## config.mk

```make
export PLATFORM = sky130hd
export DESIGN_NAME = mcd_id_timing
export DESIGN_NICKNAME = d
export VERILOG_FILES = /design/src/rtl/mcd_id_timing.sv
export SDC_FILE = /design/constraint.sdc
export NUM_CORES = 1
export LEC_CHECK = 0
export ABC_AREA = 1
export BUFFER_PORTS_ARGS = -buffer_cell sky130_fd_sc_hd__buf_2
export CAP_MARGIN = 40
export CORE_AREA = 2 2 82 84
export CTS_BUF_LIST = sky130_fd_sc_hd__clkbuf_2 sky130_fd_sc_hd__clkbuf_4 sky130_fd_sc_hd__clkbuf_8
export DETAILED_ROUTE_END_ITERATION = 6
export DIE_AREA = 0 0 84 86
export PLACE_DENSITY_LB_ADDON = 0.2
export SYNTH_ARGS = -nofsm -noshare
export SYNTH_HDL_FRONTEND = slang
export SYNTH_SLANG_ARGS = --single-unit
```

## constraint.sdc

```tcl
create_clock -name clk -period 1.9 [get_ports clk]
set_input_delay 0.38 -clock clk [delete_from_list [all_inputs] [get_ports clk]]
set_output_delay 0.38 -clock clk [all_outputs]
set_load 0.02 [all_outputs]
```

## src/rtl/mcd_id_timing.sv

```systemverilog
// Memory core drive timing chain: store/read pulse coincidence, two fixed delay
// stages built as shift lines, inhibit pattern latch and core drive enable.
module mcd_id_timing #(
   parameter int DLY2 = 25,
   parameter int DLY3 = 15
) (
   input  logic        clk,
   input  logic        reset,
   input  logic        syncv,
   input  logic        rdmv,
   input  logic        rdmvn,
   input  logic        brova,
   input  logic        brovb,
   input  logic [14:1] bra,
   input  logic [14:1] brb,
   output logic        strp1,
   output logic        strp2,
   output logic        strp3,
   output logic        rdp1,
   output logic        rdp2,
   output logic        rdp3,
   output logic [14:1] inh,
   output logic        edm
);

   logic [DLY2-1:0] st_line2;
   logic [DLY2-1:0] rd_line2;
   logic [DLY3-1:0] st_line3;
   logic [DLY3-1:0] rd_line3;
   logic            strp2_q;

   // Tap 0 of each line is one cycle behind its input, so the last tap is
   // exactly DLYn cycles behind.
   assign strp2 = st_line2[DLY2-1];
   assign rdp2  = rd_line2[DLY2-1];
   assign strp3 = st_line3[DLY3-1];
   assign rdp3  = rd_line3[DLY3-1];
   assign edm   = rdp3 | strp3;

   always_ff @(posedge clk) begin
      if (reset) begin
         // NOTE: the delay lines are plain flops, not RAM, and are cleared so
         // that a reset discards every pulse still in flight.
         strp1    <= 1'b0;
         rdp1     <= 1'b0;
         st_line2 <= '0;
         rd_line2 <= '0;
         st_line3 <= '0;
         rd_line3 <= '0;
         strp2_q  <= 1'b0;
         inh      <= '0;
      end else begin
         // NOTE: non-blocking assignments make every tap read its neighbour's
         // old value, so the loop below shifts rather than flushes the line.
         strp1 <= rdmvn & syncv;
         rdp1  <= syncv & rdmv;

         st_line2[0] <= strp1;
         rd_line2[0] <= rdp1;
         for (int i = 1; i < DLY2; i++) begin
            st_line2[i] <= st_line2[i-1];
            rd_line2[i] <= rd_line2[i-1];
         end

         st_line3[0] <= strp2;
         rd_line3[0] <= rdp2;
         for (int i = 1; i < DLY3; i++) begin
            st_line3[i] <= st_line3[i-1];
            rd_line3[i] <= rd_line3[i-1];
         end

         // Latch the inhibit pattern only on the rising edge of strp2.
         strp2_q <= strp2;
         if (strp2 && !strp2_q)
            inh <= (bra & {14{brova}}) | (brb & {14{brovb}});
      end
   end

endmodule

```

==> run metrics <==
Final Cycle Share 77.2%; die area 0.00722 mm²; Routed Antenna Nets 0; initial antenna violation count 0; CP Launch Type flop; H-tree levels 3; RD Place Congestion 0.762; WL final 4370 µm; crit path DAT 1.09 ns; Die Y 86 µm; commonest non-fill, non-tap cell in the layout nor2_1; Cells after Synth 390; dpl hpwl 2840 µm; gr ovfl total 0; Initial Utilization 48.9%; outcome complete, no violations; Internal Power 2.58 mW; post-layout instance area 0.00355 mm²; Fillers 607; worst setup margin 0.433 ns; total power 3.28 mW; DP Area 0.00338 mm²; IO buf count 55; synth unique cells 11; achievable clock frequency 0.681 GHz; Final Hold Vio Count 0; commonest cells after routing, fill and taps aside 110 x nor2_1, 96 x dfxtp_1, 95 x inv_1; drt pass-1 iters 4; crit path cell chain or2_2, buf_2; Seq pwr share 61.5%; ANT cells 0; I/O pin count 56; Clock power frac 35.2%; root buffer cell clkbuf_8; Final Max Slew Viols 0; Final min period 1.47 ns; routed len/inst 8.32 µm; 1st-iter DRT viols 58; placed insts 509; overall routing resource usage 13.2%; #FFs+latches synth 96; total CTS buffers 9; combinational cell fraction of total power 3.3%; clk slew on worst S/H paths 0.09 ns; TritonCTS clock tree yes; syn nets 425; largest vdd supply drop 0.000673 V; Die Span X 84 µm; CTS Hold Bufs 0; post_cts resized 0; clock latency on the worst-skew pair 0.34 ns; cell family with most CP delay flip-flops; relative slew slack 71.7%; CP required 1.52 ns; global-route wire length before repair 7580 µm; CTS sink cnt 96; Setup crit end kind output port; vias 2123; switching power 0.698 mW; Avg Inst Size Synth 7.87 µm²; CP max-delay cell dfxtp_1; Syn Std Cell Area 0.00307 mm²; post-layout util 56.6%; layout cells sized above 1 16.7%; setup bufs post-CTS 0; final hold slack 0.252 ns; Sw Share 21.3%; Max clock buf depth 2; FP Rows 29; pre-CTS WS 0.788 ns; sequential area share after synthesis 62.6%; CP peak stage delay 0.31 ns; area delta synth->final 15.7%; setup_tns 0 ns; CP Class reg -> out; LEAKAGE 1.68 nW; vias in the first global route 1824; fin nets 478; Max-Cap Viols 0; Ys Warns 0; final setup fails 0; Core Region 0.00628 mm²; final cell count without fillers 525; worst slew pin tran 0.425 ns; clk_skew 0.00697 ns; PwrDens 923 mW/mm²; largest net degree at the start of global routing 83; worst min path class in -> reg; drt drc 0; buffers and inverters on the worst path 1; RSZ-0062 raised after global routing no; Vias/cell 4.04; CP max FO 2
area by class of cell:
| type | instances | area (µm²) | area share (%) |
|---|---|---|---|
| inverters | 96 | 360 | 10.1 |
| repair buffers | 56 | 295 | 8.31 |
| clock inverters | 5 | 32.5 | 0.915 |
| well taps | 77 | 96.3 | 2.71 |
| multi-input cells | 184 | 702 | 19.8 |
| flip-flops and latches | 96 | 1920 | 54.1 |
| clock buffers | 11 | 145 | 4.08 |
power groups by stage:
| stage | logic, mW | registers [mW] | clock network [mW] |
|---|---|---|---|
| after floorplan | 0.0618 | 2.07 | 0 |
| after global placement | 0.108 | 2.06 | 0 |
| after detailed placement | 0.110 | 2.06 | 0 |
| after CTS | 0.111 | 2.02 | 1.21 |
| after global routing | 0.124 | 2.02 | 1.30 |
| final | 0.109 | 2.02 | 1.15 |
synth_stat cells (all sizes together):
master | instances | area share, %
nand2 | 72 | 9.0
inv | 96 | 12
nand3 | 1 | 0.16
buf | 14 | 2.8
nor2 | 110 | 13
or2 | 1 | 0.20
dfxtp | 96 | 63
flip-flops by register name, summed over array words and instances (netlist names):
| name | flops |
|---|---|
| rdp1 | 1 |
| strp1 | 1 |
| st_line2 | 25 |
| st_line3 | 15 |
| inh | 14 |
| rd_line2 | 25 |
| rd_line3 | 15 |
final timing paths:
path	start	to	slack [ns]	cells past startpoint
setup / recovery	st_line3[14]	edm	0.43	2
hold / removal	rdmv	rdp1	0.25	3
setup reg to reg	st_line2[24]	inh[2]	0.94	3
hold reg to reg	rd_line2[8]	rd_line2[9]	0.40	2
metal layers:
layer | track usage [%] | part of all wire (%)
met1 | 15.9 | 51
met5 | 0 | 0
met3 | 4.14 | 7.5
met2 | 20.8 | 39
met4 | 7.92 | 2.3
cells by family (layout without fill, tap and decap cells):
logic type,count (synthesis),in the layout,synth area share (%)
buffers and inverters,110,168,14.5
DFF,96,96,62.6
and+or+nand+nor,184,184,22.9
tightest hold or removal path, delay by kind of cell:
kind	cells	cell delay, ns
buf+inv	1	0.10
simple gates	2	0.08
(Power assumes the default switching activity.)
